**src/rtl/simon_ctrl.sv**
```systemverilog
// Load/run/output sequencer for the nibble-serial Simon32/64 core; issues strobes and indices only.
// Optional LOAD inactivity abort with o_err port: define SIMON_CTRL_TIMEOUT_EN.
module simon_ctrl #(
   parameter int ROUNDS      = 32,
   parameter int KEY_WORDS   = 4,
   parameter int PT_NIBBLES  = 8,
   parameter int KEY_NIBBLES = 16,
   parameter int OUT_NIBBLES = 8
) (
   input  logic       i_clk,
   input  logic       i_rst,
   input  logic       i_shift,
   input  logic       i_out_ack,
   output logic       o_load_pt,
   output logic       o_load_key,
   output logic [4:0] o_nib_idx,
   output logic       o_z_rst,
   output logic       o_z_step,
   output logic       o_round_en,
   output logic [5:0] o_round,
   output logic       o_out_valid,
   output logic [2:0] o_out_idx,
   output logic       o_busy,
`ifdef SIMON_CTRL_TIMEOUT_EN
   output logic       o_err,
`endif
   output logic       o_done
);

   typedef enum logic [1:0] {IDLE, LOAD, RUN, OUT} state_t;

   localparam logic [4:0] LAST_NIB    = 5'(PT_NIBBLES + KEY_NIBBLES - 1);
   localparam logic [4:0] PT_LIMIT    = 5'(PT_NIBBLES);
   localparam logic [5:0] LAST_ROUND  = 6'(ROUNDS - 1);
   localparam logic [5:0] STEP_ROUNDS = 6'(ROUNDS - KEY_WORDS);
   localparam logic [2:0] LAST_OUT    = 3'(OUT_NIBBLES - 1);

   state_t     state, state_nxt;
   logic [4:0] nib, nib_nxt;
   logic [5:0] round, round_nxt;
   logic [2:0] out, out_nxt;
   logic       done_q, done_nxt;
   logic       load_phase;
`ifdef SIMON_CTRL_TIMEOUT_EN
   logic [7:0] idle_cnt, idle_cnt_nxt;
   logic       err_q, err_nxt;
`endif

   // NOTE: synchronous reset -- i_rst is only looked at on the rising edge, so it sits inside the clocked branch.
   // NOTE: state registers use non-blocking assignments so every flop samples pre-edge values.
   always_ff @(posedge i_clk) begin
      if (i_rst) begin
         state    <= IDLE;
         nib      <= '0;
         round    <= '0;
         out      <= '0;
         done_q   <= 1'b0;
`ifdef SIMON_CTRL_TIMEOUT_EN
         idle_cnt <= '0;
         err_q    <= 1'b0;
`endif
      end else begin
         state    <= state_nxt;
         nib      <= nib_nxt;
         round    <= round_nxt;
         out      <= out_nxt;
         done_q   <= done_nxt;
`ifdef SIMON_CTRL_TIMEOUT_EN
         idle_cnt <= idle_cnt_nxt;
         err_q    <= err_nxt;
`endif
      end
   end

   always_comb begin
      // NOTE: every signal gets a default before the case so no path can infer a latch.
      state_nxt   = state;
      nib_nxt     = nib;
      round_nxt   = round;
      out_nxt     = out;
      done_nxt    = 1'b0;
      o_nib_idx   = '0;
      o_z_rst     = 1'b0;
      o_z_step    = 1'b0;
      o_round_en  = 1'b0;
      o_round     = '0;
      o_out_valid = 1'b0;
      o_out_idx   = '0;
`ifdef SIMON_CTRL_TIMEOUT_EN
      idle_cnt_nxt = '0;
      err_nxt      = 1'b0;
`endif
      unique case (state)
         IDLE: begin
            o_z_rst = 1'b1;
            if (i_shift) begin
               state_nxt = LOAD;
               nib_nxt   = 5'd1;
            end
         end
         LOAD: begin
            o_z_rst   = 1'b1;
            o_nib_idx = nib;
            if (i_shift) begin
               if (nib == LAST_NIB) begin
                  state_nxt = RUN;
                  nib_nxt   = '0;
                  round_nxt = '0;
               end else begin
                  nib_nxt = nib + 5'd1;
               end
`ifdef SIMON_CTRL_TIMEOUT_EN
            end else if (idle_cnt == 8'd254) begin
               // 255th consecutive idle cycle: drop the partial load
               state_nxt = IDLE;
               nib_nxt   = '0;
               err_nxt   = 1'b1;
            end else begin
               idle_cnt_nxt = idle_cnt + 8'd1;
`endif
            end
         end
         RUN: begin
            o_round_en = 1'b1;
            o_round    = round;
            o_z_step   = (round < STEP_ROUNDS);
            if (round == LAST_ROUND) begin
               state_nxt = OUT;
               round_nxt = '0;
               out_nxt   = '0;
            end else begin
               round_nxt = round + 6'd1;
            end
         end
         OUT: begin
            o_out_valid = 1'b1;
            o_out_idx   = out;
            if (i_out_ack) begin
               if (out == LAST_OUT) begin
                  state_nxt = IDLE;
                  out_nxt   = '0;
                  done_nxt  = 1'b1;
               end else begin
                  out_nxt = out + 3'd1;
               end
            end
         end
         default: state_nxt = IDLE;
      endcase
   end

   assign load_phase = (state == IDLE) || (state == LOAD);
   assign o_load_pt  = i_shift && load_phase && (o_nib_idx <  PT_LIMIT);
   assign o_load_key = i_shift && load_phase && (o_nib_idx >= PT_LIMIT);
   assign o_busy     = (state != IDLE);
   assign o_done     = done_q;
`ifdef SIMON_CTRL_TIMEOUT_EN
   assign o_err      = err_q;
`endif

endmodule

```
**config.mk**
```make
export PLATFORM = sky130hd
export DESIGN_NAME = simon_ctrl
export DESIGN_NICKNAME = d
export VERILOG_FILES = /design/src/rtl/simon_ctrl.sv
export SDC_FILE = /design/constraint.sdc
export NUM_CORES = 1
export LEC_CHECK = 0
export BUFFER_PORTS_ARGS = -buffer_cell sky130_fd_sc_hd__buf_4
export CORE_UTILIZATION = 50
export CTS_BUF_LIST = sky130_fd_sc_hd__clkbuf_8 sky130_fd_sc_hd__clkbuf_16
export DETAILED_ROUTE_END_ITERATION = 12
export GPL_TIMING_DRIVEN = 0
export HOLD_SLACK_MARGIN = 0.12
export PLACE_DENSITY = 0.75
export SLEW_MARGIN = 20
export SYNTH_ARGS = -nofsm -noshare
export SYNTH_HDL_FRONTEND = slang
export SYNTH_SLANG_ARGS = --single-unit
```
**constraint.sdc**
```tcl
create_clock -name i_clk -period 1.85 [get_ports i_clk]
set_input_delay 0.185 -clock i_clk [delete_from_list [all_inputs] [get_ports i_clk]]
set_output_delay 0.185 -clock i_clk [all_outputs]
set_load 0.05 [all_outputs]
```
# Word-level counts from Yosys, hierarchy flattened
# Cells that the tools add are included.
dict set report totals {
  reg_bits 17
  input_bits 4
  output_inout_bits 22
  word_cells 67
}
dict set report op_classes {
  n_addsub 3
  order_cmp 3
  eq_ne 12
  mux 27
  bitwise 2
  reduce_logical 15
}
# operator count
set ops {}
lappend ops {{6-bit two-way mux} 4}
lappend ops {{5-bit two-way mux} 4}
lappend ops {{2-bit two-way mux} 6}
lappend ops {{3-bit two-way mux} 4}
lappend ops {{2-bit != test, second input constant} 6}
lappend ops {{6-bit one-hot mux with 2 select lines} 1}
lappend ops {{5-bit one-hot mux with 2 select lines} 1}
lappend ops {{3-bit AND reduction} 3}
lappend ops {{2-bit one-hot mux with 4 select lines} 1}
lappend ops {{2-bit nonzero test} 4}
lappend ops {{6-bit by 1-bit adder with 6-bit output, second input constant} 1}
lappend ops {{6-bit by 5-bit equality test with 1-bit output, second input constant} 1}
lappend ops {{6-bit by 5-bit less-than comparator with 1-bit output, second input constant} 1}
lappend ops {{3-bit one-hot mux with 2 select lines} 1}
lappend ops {{6-bit AND reduction} 1}
lappend ops {{5-bit by 1-bit adder with 5-bit output, second input constant} 1}
lappend ops {{5-bit equality test, second input constant} 1}
lappend ops {{5-bit by 4-bit greater-or-equal comparator with 1-bit output, second input constant} 1}
lappend ops {{5-bit by 4-bit less-than comparator with 1-bit output, second input constant} 1}
lappend ops {{1-bit two-way mux} 5}
lappend ops {{2-bit equality test, second input constant} 2}
lappend ops {{3-bit by 1-bit adder with 3-bit output, second input constant} 1}
lappend ops {{3-bit equality test, second input constant} 1}
lappend ops {{1-bit logical AND} 3}
lappend ops {{6 further kinds} 7}

# Longest topological paths before layout
dict set report depth {
  word_depth 4
  depth_mapped 7
  mapped_depth_nobuf 6
}

# Worst setup path before layout
# Ideal clock, no wire load.
dict set report synth_path {
  path_type {register -> output}
  startpoint {reg state[0]}
  endpoint {out o_z_step}
  arrival_ns 2.285
  required_ns 1.665
  slack_ns -0.620
  stages_incl_launch_ff 5
  n_path_buf 0
  cell_sequence {dfxtp_1 inv_1 ha_1 inv_1 nor3_1}
}
dict set report synth_between {
  elab_chain_cells 2
}
# item line_no
set synth_rtl {}
lappend synth_rtl {{start, declared} 38} ;# state_t state, state_nxt;
lappend synth_rtl {{start signal, assigned} 63} ;# state <= state_nxt;
lappend synth_rtl {{2-bit equality test} 93} ;# unique case (state)
lappend synth_rtl {{1-bit two-way mux} 93}
lappend synth_rtl {{end, declared} 18} ;# output logic o_z_step,
# Every way passes these cells.

# Worst setup path after layout
dict set report layout_path {
  startpoint {reg state[1]}
  endpoint {out o_load_key}
}
dict set report layout_between {
  elab_chain_cells 4
  word_cells_on_any_way 7
  cone_classes {order compare: 1; eq/ne: 1; mux: 1; reduce/logical: 4}
}
# item line_no
set layout_rtl {}
lappend layout_rtl {{2-bit by 1-bit equality test with 1-bit output or 2-bit zero test (tied branches)} {93, 152}}
lappend layout_rtl {{5-bit two-way mux or 1-bit logical OR (tied branches)} {93, 152}}
lappend layout_rtl {{5-bit by 4-bit greater-or-equal comparator with 1-bit output or 1-bit logical AND (tied branches)} 154} ;# assign o_load_key = i_shift && load_phase && (o_nib_idx >= PT_LIMIT);
lappend layout_rtl {{1-bit logical AND *} 154}
lappend layout_rtl {{end, declared} 15} ;# output logic o_load_key,
# Every way passes the cells marked *; elsewhere a longest branch is shown, timed or not.

==> summary.txt <==
Status
  • Status: finished clean

Route
  • TritonRoute pass-1 iters: 4
  • Final wirelength: 2800 um
  • Initial DRC Count: 25
  • Final ANT Viol Nets: 0
  • Via density: 5.61
  • DR WL/cell: 14.0 um
  • Residual DRC: 0
  • Via count: 1122

Job
  • Max Cap Violations: 0

Die
  • Initial core utilization: 55.1%
  • Die Y: 49.4 um
  • Die area: 2440 um2
  • Core area: 2040 um2
  • Num rows: 16
  • Number of top-level pins: 26
  • Die W: 49.4 um

STA
  • Skew final: 0.00349 ns
  • Min Tclk post-route: 1.83 ns
  • Setup violations, final: 0
  • Hold_ws: 0.163 ns
  • Slew headroom: 81.2%
  • Fmax: 547 MHz
  • RSZ-0062 raised after global routing: true
  • Max-slew violation count: 0
  • Worst Tran Pin Value: 0.273 ns
  • Post-route setup slack: 0.0225 ns
  • Hold Vio Cnt, Final: 0
  • Fin crit share: 98.8%

Yosys
  • Synth cell types: 41
  • Synthesized area: 1120 um2
  • Top cell type's share of synthesized area: 30.3%
  • Avg Cell Area, Syn: 8.39 um2
  • Register area share after synthesis: 30.3%
  • Yosys warning count: 0
  • Seq cells post-synth: 17
  • Commonest cells post-synth: dfxtp_1 (17), and2_1 (11), nand2_1 (11), a21oi_1 (10)
  • Area leader, netlist: dfxtp_1
  • Mapped Cells: 134
  • Top-count cell post-synth: dfxtp_1
  • Most used flip-flop cell after synthesis: dfxtp_1
  • Synthesized Nets: 147
  • Asr flop ratio synth: 0%
  • Post-synth EDFFs: 0
  • Top post-synthesis cells by area: dfxtp_1 (30%), ha_1 (10%), and2_1 (6.1%)

Clock network
  • Clk sinks: 17
  • Clock tree buffer depth: 2
  • Clk_lat worst skew: 0.25 ns
  • CTS H-tree lvls: 1
  • CTS Hold Bufs: 0
  • Cts bufs inserted: 3
  • CTS tree: yes
  • Worst-path clk slew: 0.07 ns
  • Clk root buf: clkbuf_8

Min path
  • Hold Crit Class: primary input to flop

Worst setup path
  • CP required: 1.66 ns
  • CP Max Fanout: 7
  • Startpoint Class: flop
  • Crit Path Class: flop to primary output
  • Critical path arrival: 1.64 ns
  • Critical path endpoint category: primary output

Final layout
  • ANT cells: 0
  • NumNets Final: 187
  • Final instance area: 1590 um2
  • Fillcell total: 156
  • P&R area growth vs syn: 41.6%
  • Share of layout cells above drive strength 1: 41.0%
  • Final Util: 78.0%
  • Finished Layout Cells: 200

Power and ir drop
  • P_leak: 0.700 nW
  • Peak VDD IR: 0.000867 V
  • Power Density: 1180 nW/um2

Place
  • Placed Instances: 185
  • Detailed Place HPWL: 1840 um
  • Pre-CTS worst setup slack: -0.110 ns
  • Cell area after placement: 1370 um2
  • Port-buffer cells: 24
  • GP Congestion: 0.775

Global routing
  • GRT Residual Overflow: 0
  • Initial antenna violation count: 0
  • Largest net degree at the start of global routing: 11
  • Gr usage total: 24.3%
  • First-pass GRT wire length: 4570 um
  • Vias in the first global route: 988
## flip-flops by register name, summed over array words and instances (netlist names)
| signal | cells |
|---|---|
| round | 6 |
| nib | 5 |
| out | 3 |
| state | 2 |
| o_done | 1 |
## repair_timing
item | in CTS | in global routing
gates resized for setup | 10 | 16
setup buffers | 3 | 9
setup endpoints to repair | 10 | 15
pin swaps | 2 | 5
## critical path: stages (launching register included)
cell,delay [ns]
dfxtp_2,0.35
inv_2,0.05
ha_2,0.24
and2_2,0.22
or2_4,0.24
nor2b_4,0.13
buf_8,0.15
## final cells by class
class	instances	area (um2)	share of cell area [%]
plain buffers	5	42.5	2.67
well taps	27	33.8	2.12
clock buffers	3	41.3	2.59
multi-input cells	102	800	50.2
clock inverters	1	3.75	0.236
repair buffers	36	289	18.1
flip-flops and latches	17	342	21.4
inverters	9	41.3	2.59
## path summary, 6_finish.rpt
kind	from	end	slack [ns]	depth (start not counted)
worst max register to register	state[1]$_SDFFE_PP0P_	round[4]$_SDFFE_PP0P_	0.04	7
worst min register to register	out[1]$_SDFFE_PP0P_	out[1]$_SDFFE_PP0P_	0.50	2
worst max-delay path	state[1]$_SDFFE_PP0P_	o_load_key	0.02	6
worst min-delay path	i_rst	round[0]$_SDFFE_PP0P_	0.16	2
## power breakdown
group          switching, mW  internal, mW  leakage (nW)  total [mW]
Combinational          0.695         0.467         0.536        1.16
Clock                  0.134         0.147        0.0269       0.281
Sequential            0.0312         0.400         0.138       0.431
## placed cells by master (no fill, tap or decap), drive strengths merged, types with 3 or more instances in the layout
| master | n |
|---|---|
| a21oi | 10 |
| a31oi | 3 |
| and2 | 13 |
| buf | 36 |
| clkbuf | 8 |
| dfxtp | 17 |
| ha | 9 |
| inv | 8 |
| nand2 | 11 |
| nand3 | 7 |
| nor2 | 6 |
| nor2b | 3 |
| o21ai | 7 |
## through the flow
step                      TNS, ns  total power [mW]
final                           0              1.87
after global routing      -0.0497              1.97
after CTS                  -0.163              1.71
after detailed placement   -0.306              1.34
after global placement    -0.0533              1.31
after floorplan            -0.190              1.12
## layer usage
metal | vias up | part of all wire (%) | track usage (%)
li1 | 560 | - | -
met1 | 517 | 44 | 29.8
met2 | 37 | 50 | 43.4
met3 | 8 | 4.1 | 2.80
met4 | 0 | 2.0 | 8.57
met5 | - | 0 | 0
## kinds of logic after synthesis
kind of cell,Yosys count,share of synthesized area (%)
fa+ha+maj,9,10.0
compound gates,34,20.9
simple gates,57,29.4
mux,2,1.78
flops,17,30.3
buf+inv,15,7.67
No activity file was read; power rests on OpenSTA's default activity.
